==> config.mk <==
export PLATFORM = sky130hd
export DESIGN_NAME = fifo_wptr_full
export DESIGN_NICKNAME = d
export VERILOG_FILES = /design/src/rtl/fifo_pkg.sv /design/src/rtl/fifo_gray_cnt.sv /design/src/rtl/fifo_wptr_full.sv
export SDC_FILE = /design/constraint.sdc
export NUM_CORES = 1
export LEC_CHECK = 0
export BUFFER_PORTS_ARGS = -buffer_cell sky130_fd_sc_hd__buf_2
export CAP_MARGIN = 10
export CORE_AREA = 4 4 41 43
export CTS_CLUSTER_SIZE = 14
export DETAILED_ROUTE_END_ITERATION = 8
export DIE_AREA = 0 0 45 47
export PLACE_DENSITY = 0.68
export REMOVE_ABC_BUFFERS = 1
export SLEW_MARGIN = 10
export SYNTH_ARGS = -nofsm -noshare
export SYNTH_HDL_FRONTEND = slang
export SYNTH_HIERARCHICAL = 1
export SYNTH_SLANG_ARGS = --single-unit
==> constraint.sdc <==
create_clock -name clk -period 2.49 [get_ports clk]
set_input_delay 0.1245 -clock clk [delete_from_list [all_inputs] [get_ports clk]]
set_output_delay 0.1245 -clock clk [all_outputs]
set_load 0.01 [all_outputs]
==> src/rtl/fifo_pkg.sv <==
// Shared definitions for the async FIFO pointer blocks: default sizing and Gray-code helpers.
// Helpers work on 32-bit zero-extended values; callers cast to their pointer width.
package fifo_pkg;

   localparam int ADDR_WIDTH_DEF = 4;
   localparam int DEPTH          = 2**ADDR_WIDTH_DEF;

   function automatic logic [31:0] bin2gray(input logic [31:0] b);
      return b ^ (b >> 1);
   endfunction

   // Each binary bit is the XOR of all Gray bits at and above it.
   function automatic logic [31:0] gray2bin(input logic [31:0] g);
      logic [31:0] b;
      b = g;
      for (int i = 1; i < 32; i++) b = b ^ (g >> i);
      return b;
   endfunction

endpackage

==> src/rtl/fifo_gray_cnt.sv <==
// Binary/Gray register pair with increment enable; shared by the write and read pointer blocks.
module fifo_gray_cnt
   import fifo_pkg::*;
#(
   parameter int W = 5
) (
   input  logic         clk,
   input  logic         rst_n,
   input  logic         inc,
   output logic [W-1:0] bin,
   output logic [W-1:0] binnext,
   output logic [W-1:0] graynext,
   output logic [W-1:0] gray
);

   assign binnext  = bin + W'(inc);
   assign graynext = W'(bin2gray(32'(binnext)));

   // gray is driven straight from a flop so the synchronizer never sees a glitch
   always_ff @(posedge clk or negedge rst_n) begin
      if (!rst_n) begin
         bin  <= '0;
         gray <= '0;
      end else begin
         bin  <= binnext;
         gray <= graynext;
      end
   end

endmodule

==> src/rtl/fifo_wptr_full.sv <==
// Write-side pointer and registered, pessimistic full flag for the async FIFO.
// Define FIFO_AFULL_EN to build the almost-full flag; otherwise walmost_full is tied low.
module fifo_wptr_full
   import fifo_pkg::*;
#(
   parameter int ADDR_WIDTH   = fifo_pkg::ADDR_WIDTH_DEF,
   parameter int AFULL_THRESH = 2
) (
   input  logic                  clk,
   input  logic                  rst_n,
   input  logic                  winc,
   input  logic [ADDR_WIDTH:0]   wq2_rptr,
   output logic                  wen,
   output logic [ADDR_WIDTH-1:0] waddr,
   output logic [ADDR_WIDTH:0]   wptr,
   output logic                  wfull,
   output logic                  wovf,
   output logic                  walmost_full
);

   localparam int SLOTS = 2**ADDR_WIDTH;

   if (ADDR_WIDTH < 2 || AFULL_THRESH < 0 || AFULL_THRESH > SLOTS)
      $error("fifo_wptr_full: bad ADDR_WIDTH/AFULL_THRESH");

   logic [ADDR_WIDTH:0] wbin, wbinnext, wgraynext;
   logic                full_next;
   logic                unused;

   assign wen = winc & ~wfull;

   fifo_gray_cnt #(.W(ADDR_WIDTH+1)) u_cnt (
      .clk      (clk),
      .rst_n    (rst_n),
      .inc      (wen),
      .bin      (wbin),
      .binnext  (wbinnext),
      .graynext (wgraynext),
      .gray     (wptr)
   );

   assign waddr = wbin[ADDR_WIDTH-1:0];

   // Full when the writer is one lap ahead: top two Gray bits inverted, rest equal.
   assign full_next = (wgraynext == {~wq2_rptr[ADDR_WIDTH:ADDR_WIDTH-1],
                                     wq2_rptr[ADDR_WIDTH-2:0]});

   always_ff @(posedge clk or negedge rst_n) begin
      if (!rst_n) begin
         wfull <= 1'b0;
         wovf  <= 1'b0;
      end else begin
         wfull <= full_next;
         wovf  <= winc & wfull;
      end
   end

`ifdef FIFO_AFULL_EN
   localparam logic [ADDR_WIDTH:0] AF_LVL = (ADDR_WIDTH+1)'(SLOTS - AFULL_THRESH);

   logic [ADDR_WIDTH:0] rbin, wcount;

   assign rbin   = (ADDR_WIDTH+1)'(gray2bin(32'(wq2_rptr)));
   assign wcount = wbinnext - rbin;

   always_ff @(posedge clk or negedge rst_n) begin
      if (!rst_n) walmost_full <= 1'b0;
      else        walmost_full <= (wcount >= AF_LVL);
   end

   assign unused = wbin[ADDR_WIDTH];
`else
   assign walmost_full = 1'b0;
   assign unused       = ^{wbin[ADDR_WIDTH], wbinnext};
`endif

endmodule

==> results of run 1 <==
metal layers:
layer  vias up  global-route usage, %
met1       151                  12.24
met2        14                  14.69
met5         -                      0
met3         2                  3.065
li1        172                      -
met4         0                  10.53
worst paths after layout:
path,from,cells past startpoint,end,slack [ns]
max,wfull$_DFF_PN0_,9,wfull$_DFF_PN0_,0.34
min,winc,2,wovf$_DFF_PN0_,0.08
max reg2reg,wfull$_DFF_PN0_,9,wfull$_DFF_PN0_,0.34
min reg2reg,wfull$_DFF_PN0_,1,wovf$_DFF_PN0_,0.51
max in group asynchronous,rst_n,2,u_cnt/bin[0]$_DFF_PN0_,2.04
min in group asynchronous,rst_n,2,u_cnt/bin[4]$_DFF_PN0_,0.25
report_power, final:
group | switching (mW) | leakage, nW | internal (mW) | total, mW
sequential | 0.0617 | 0.133 | 0.272 | 0.334
clock | 0.0597 | 0.0150 | 0.0619 | 0.122
combinational | 0.284 | 0.176 | 0.248 | 0.532
total | 0.405 | 0.325 | 0.583 | 0.988
area by class of cell:
class | count | area (µm²) | area share, %
timing repair buffer | 20 | 105.1 | 16.28
clock buffer | 4 | 26.28 | 4.070
multi-input combinational | 28 | 220.2 | 34.11
tap | 15 | 18.77 | 2.907
sequential | 11 | 275.3 | 42.64
cell families after synthesis:
group                      synth area share, %
other                                   0.7239
buffers and inverters                    4.348
and+or+nand+nor                          12.56
DFF                                      53.14
xor gates and xnor gates                 21.98
adders and majority gates                4.830
AOI/OAI and AO/OA                        2.415
registers in the layout, indices dropped and copies added (netlist names):
name,count
wovf,1
u_cnt/gray,4
wfull,1
u_cnt/bin,5
synth_stat cells, drive strengths merged:
cell,n,area share (%)
a211oi,1,2.4
xor2,8,14
nor2,1,0.72
nand2,2,1.4
nor2b,2,2.4
nand3,3,2.9
xnor2,5,8.5
and2b,1,1.9
nor3,1,1.9
buf,3,4.3
dfrtp,11,53
ha,2,4.8
conb,1,0.72
and2,1,1.2
placed cells by master, fill, tap and decap left out, drive strengths merged:
cell / n
nor2: 1
dfrtp: 11
nor2b: 2
dlygate4sd3: 1
buf: 19
and2: 1
nor3: 1
clkbuf: 4
nand2: 2
xnor2: 5
ha: 2
nand3: 3
conb: 1
xor2: 8
and2b: 1
a211oi: 1
worst max-delay path: cells and delay by family, from the launching register on:
family	cells	cell delay (ns)
and+or+nand+nor	4	0.63
adders and majority gates	2	0.49
DFF	1	0.38
xor gates and xnor gates	2	0.34
AOI/OAI and AO/OA	1	0.23
timing repair:
item | in CTS | in global routing
hold buffers | 1 | 0
endpoints found under the setup margin | 0 | 0
hold endpoints to repair | 11 | 0
==> results by group, run 1 <==
Floorplan
  – Site Rows: 13
  – I/O pin count: 21
  – Die area: 2115 µm²
  – Die Wd: 45 µm
  – Height of the die: 47 µm
  – Initial Util: between 30% and 40%
  – Core area: 1301 µm²

Yosys
  – Post-Synthesis Cells: 42
  – Sequential share of the synthesized area: 53.14%
  – Flops & latches, synth: 11
  – Syn avg cell area: 12.33 µm²
  – Distinct cells, synth: 14
  – Cell Area, Synth: 518.0 µm²
  – Synth warn: 6

Routing
  – WL met3: ~86 µm
  – Remaining antenna violation count: 0
  – Met1 wire length: 396 µm
  – Post-DR wirelength/cell: about 11 µm
  – Met2 WL: between 300 and 400 µm
  – Pre-antenna DRT Iters: 4
  – Highest metal used: met4
  – Vias: 339
  – Residual DRC count: 0
  – Via/cell ratio: 4.346
  – WL final: between 800 and 900 µm
  – Drt initial violations: 3

Clock network
  – Clk_lat worst skew: 0.26 ns
  – Clk root buf: clkbuf_4
  – Num CTS Buffers: 3
  – CTS HTree Levels: 1
  – CTS tree: built
  – Clk buf depth: 2
  – Post_cts resized: 0
  – # Post-CTS Setup Buffers: 0
  – Clock-pin slew on the worst setup and hold paths: about 0.07 ns
  – Clock sink count: 11

Place
  – Placed Area: 609.3 µm²
  – DP Cell Count: 73
  – Dpl hpwl: 673.8 µm
  – Pre-CTS WS: 0.3675 ns
  – PortBufs: 19
  – Final Wtd Congestion: 0.6356

Setup path
  – Worst path max stage delay: 0.38 ns
  – Critical path class: register to register
  – CP Cell Sequence: nor2b_1 > ha_1 > ha_1 > and2b_4 > a211oi_2 > xnor2_1 > xor2_1 > nand3_1 > nor3_2
  – Worst Setup End Kind: register
  – WP data arrival: 2.34 ns
  – Critical path's slowest cell: dfrtp_1
  – CP max FO: 4
  – Crit path launch type: register
  – Crit-path most repeated cell: ha_1
  – Required time of the critical path: 2.68 ns

Pwr
  – Max VDD drop: 0.0006393 V
  – Power Total: 0.9877 mW
  – Power Density: 1530 nW/µm²
  – Static leakage: approximately 0.32 nW

Global routing
  – Number of global-route vias before repair: 347
  – Initial antenna violation count: 0
  – First-pass GRT wire length: 1.490 mm
  – Total GRT Usage: 10.39%
  – Largest net degree at the start of global routing: 12
  – Grt total ovfl: 0

Layout
  – N_diodes: 0
  – Core Util, Final: 49.62%
  – Filler Cell Count: 139
  – Finished Layout Cells: 78
  – Final nets: 74
  – Layout cells sized above 1: 39.68%
  – Synthesis-to-layout area growth: 24.64%
  – Post-layout instance area: between 600 and 700 µm²

Worst hold path
  – Worst Hold Class: input pin to register

Timing
  – # setup viols final: 0
  – Final Cycle Share: a little under nine tenths
  – Worst Slack Setup Final: 0.3434 ns
  – Min Tclk post-route: 2.147 ns
  – Max Transition Viols Final: 0
  – RSZ-0062 raised after global routing: no
  – Hold Slack: 0.07688 ns
  – Max Clock Freq: roughly 470 MHz
  – Final Skew: 0.002097 ns
  – Setup TNS: 0 ns
  – Final hold vios: 0

Job
  – Max-cap viol count: 0

Status
  – Status: completed
(Power assumes the default switching activity.)
==> run 2: changes to the inputs <==
--- a/config.mk
+++ b/config.mk
@@ -7,10 +7,11 @@
 export LEC_CHECK = 0
 export BUFFER_PORTS_ARGS = -buffer_cell sky130_fd_sc_hd__buf_2
 export CAP_MARGIN = 10
-export CORE_AREA = 4 4 41 43
+export CORE_AREA = 2 2 39 41
+export CTS_BUF_LIST = sky130_fd_sc_hd__clkbuf_2
 export CTS_CLUSTER_SIZE = 14
 export DETAILED_ROUTE_END_ITERATION = 8
-export DIE_AREA = 0 0 45 47
+export DIE_AREA = 0 0 41 43
 export PLACE_DENSITY = 0.68
 export REMOVE_ABC_BUFFERS = 1
 export SLEW_MARGIN = 10
==> results by group, run 2 (synthesis results as in run 1) <==
Setup path
  – Worst Setup SP: wfull$_DFF_PN0_ (unchanged)
  – Worst R2R Setup Slack: 0.30 ns (was 0.34 ns)
  – Critical path class: register to register (unchanged)
  – Worst flop-to-flop path endpoint: wfull$_DFF_PN0_ (unchanged)
  – Crit path launch type: register (unchanged)
  – Worst path max stage delay: 0.41 ns (was 0.38 ns)
  – CP Cell Sequence: nor2b_1 > ha_1 > ha_1 > and2b_4 > a211oi_2 > xnor2_1 > xor2_1 > nand3_1 > nor3_2 (unchanged)
  – Worst Setup EP: wfull$_DFF_PN0_ (unchanged)
  – Worst Setup End Kind: register (unchanged)
  – WP buf/inv: 0 (unchanged)
  – Crit Reg-Reg Startpoint: wfull$_DFF_PN0_ (unchanged)
  – CP max FO: 4 (unchanged)
  – CP Depth: 9 (unchanged)
  – Required time of the critical path: 2.66 ns (was 2.68 ns)
  – WP data arrival: 2.36 ns (was 2.34 ns)
  – CP top delay family: simple AND/OR/NAND/NOR gates (unchanged)
  – Critical path's slowest cell: dfrtp_1 (unchanged)
  – R2R cell count: 9 (unchanged)
  – Crit-path most repeated cell: ha_1 (unchanged)

Global routing
  – First-pass GRT wire length: 1.324 mm (was 1.490 mm)
  – Initial antenna violation count: 0 (unchanged)
  – Number of global-route vias before repair: 313 (was 347)
  – Largest net degree at the start of global routing: 12 (unchanged)
  – Total GRT Usage: 11.56% (was 10.39%)
  – Grt total ovfl: 0 (unchanged)

Floorplan
  – Height of the die: 43 µm (was 47 µm)
  – Die area: 1763 µm² (was 2115 µm²)
  – Core area: 1384 µm² (was 1301 µm²)
  – Site Rows: 14 (was 13)
  – I/O pin count: 21 (unchanged)
  – Initial Util: 37.43% (was 39.81%)
  – Die Wd: 41 µm (was 45 µm)

Layout
  – Layout cells sized above 1: 41.27% (was 39.68%)
  – Most flop-heavy register: u_cnt/bin (unchanged)
  – Top flop regs: u_cnt/bin (5), u_cnt/gray (4) (unchanged)
  – Filler Cell Count: 144 (was 139)
  – N_diodes: 0 (unchanged)
  – Finished Layout Cells: 79 (was 78)
  – Final nets: 74 (unchanged)
  – Commonest non-fill, non-tap cell in the layout: buf_2 (unchanged)
  – Max reg flops: 5 (unchanged)
  – Most frequent cells in the layout: 19 x buf_2, 11 x dfrtp_1, 8 x xor2_1 (unchanged)
  – Synthesis-to-layout area growth: 23.67% (was 24.64%)

Clock network
  – Clk_lat worst skew: 0.25 ns (was 0.26 ns)
  – Clk buf depth: 2 (unchanged)
  – Clock sink count: 11 (unchanged)
  – CTS tree: built (unchanged)
  – Num CTS Buffers: 3 (unchanged)
  – CTS HTree Levels: 1 (unchanged)
  – Clk root buf: clkbuf_2 (was clkbuf_4)
  – Post_cts resized: 0 (unchanged)
  – Clock-pin slew on the worst setup and hold paths: 0.10 ns (was 0.07 ns)

Timing
  – # setup viols final: 0 (unchanged)
  – Max Transition Viols Final: 0 (unchanged)
  – Final hold vios: 0 (unchanged)
  – Min Tclk post-route: 2.194 ns (was 2.147 ns)
  – Final Cycle Share: 88.13% (was 86.21%)
  – Final Skew: 0.007105 ns (was 0.002097 ns)
  – Hold Slack: 0.1095 ns (was 0.07688 ns)
  – Setup TNS: 0 ns (unchanged)
  – Worst Slack Setup Final: 0.2957 ns (was 0.3434 ns)
  – Max Clock Freq: 455.7 MHz (was 465.8 MHz)
  – RSZ-0062 raised after global routing: no (unchanged)

Routing
  – Drt initial violations: 1 (was 3)
  – Pre-antenna DRT Iters: 3 (was 4)
  – Vias: 342 (was 339)
  – Remaining antenna violation count: 0 (unchanged)
  – Residual DRC count: 0 (unchanged)
  – Via/cell ratio: 4.329 (was 4.346)
  – Post-DR wirelength/cell: 11.06 µm (was 11.28 µm)
  – WL final: 874 µm (was 880 µm)

Pwr
  – Power Density: 1508 nW/µm² (was 1530 nW/µm²)
  – Static leakage: 0.3264 nW (was 0.3248 nW)
  – Max VDD drop: 0.0005743 V (was 0.0006393 V)

Place
  – DP Cell Count: 74 (was 73)
  – Dpl hpwl: 691.4 µm (was 673.8 µm)
  – PortBufs: 19 (unchanged)
  – Pre-CTS WS: 0.3158 ns (was 0.3675 ns)
  – Final Wtd Congestion: 0.7012 (was 0.6356)

Job
  – Max-cap viol count: 0 (unchanged)

Worst hold path
  – Worst Hold Class: input pin to register (unchanged)

Status
  – Status: completed (unchanged)
[run 2: worst min path at each step]
stage	start	end	slack, ns	cells past startpoint
2_1_floorplan	rst_n	u_cnt/bin[0]$_DFF_PN0_	-0.17	0
3_3_place_gp	rst_n	wfull$_DFF_PN0_	0.007	1
3_5_place_dp	rst_n	u_cnt/bin[2]$_DFF_PN0_	0.005	1
4_1_cts	winc	wovf$_DFF_PN0_	0.09	2
5_1_grt	winc	wovf$_DFF_PN0_	0.09	2
6_report	winc	wovf$_DFF_PN0_	0.11	2
[run 2: area by class of cell]
class	count	area, µm²	area share [%]
multi-input cells	28	220.2	34.37
well taps	16	20.02	3.125
flip-flops and latches	11	275.3	42.97
repair buffers	20	105.1	16.41
clock buffers	4	20.02	3.125
[run 2: stage by stage]
step | power [mW] | instance area [µm²] | utilization [%]
after detailed placement | 0.8771 | 610.6 | 44.12
final | 0.9659 | 640.6 | 46.29
after floorplan | 0.7222 | 495.5 | -
after global routing | 1.057 | 640.6 | 46.29
after CTS | 0.9808 | 640.6 | 46.29
after global placement | 0.8649 | 610.6 | 44.12
[run 2: report_power, final]
part           leakage [nW]  switching (mW)  internal, mW
clock network        0.0166          0.0560        0.0427
logic                 0.176           0.283         0.248
registers             0.133          0.0646         0.272
total                 0.326           0.404         0.562
[run 2: worst register-to-register path, stage by stage (launching register included)]
cell and delay [ns]:
dfrtp_1 0.41, nor2b_1 0.15, ha_1 0.21, ha_1 0.24, and2b_4 0.22, a211oi_2 0.25, xnor2_1 0.19, xor2_1 0.16
nand3_1 0.11, nor3_2 0.19
[run 2: metal layers]
layer	part of all wire, %	routed length, µm	track usage [%]	vias to the layer above
li1	-	-	-	171
met1	46	398	15.95	153
met2	44	388	14.06	16
met3	9.2	80	3.141	2
met4	0.69	6	10.00	0
met5	0	0	0	-
[run 2: what timing repair did]
action                                 4_1_cts  5_1_grt
setup buffers                                0        0
hold buffers                                 1        0
endpoints found under the hold margin       11        0
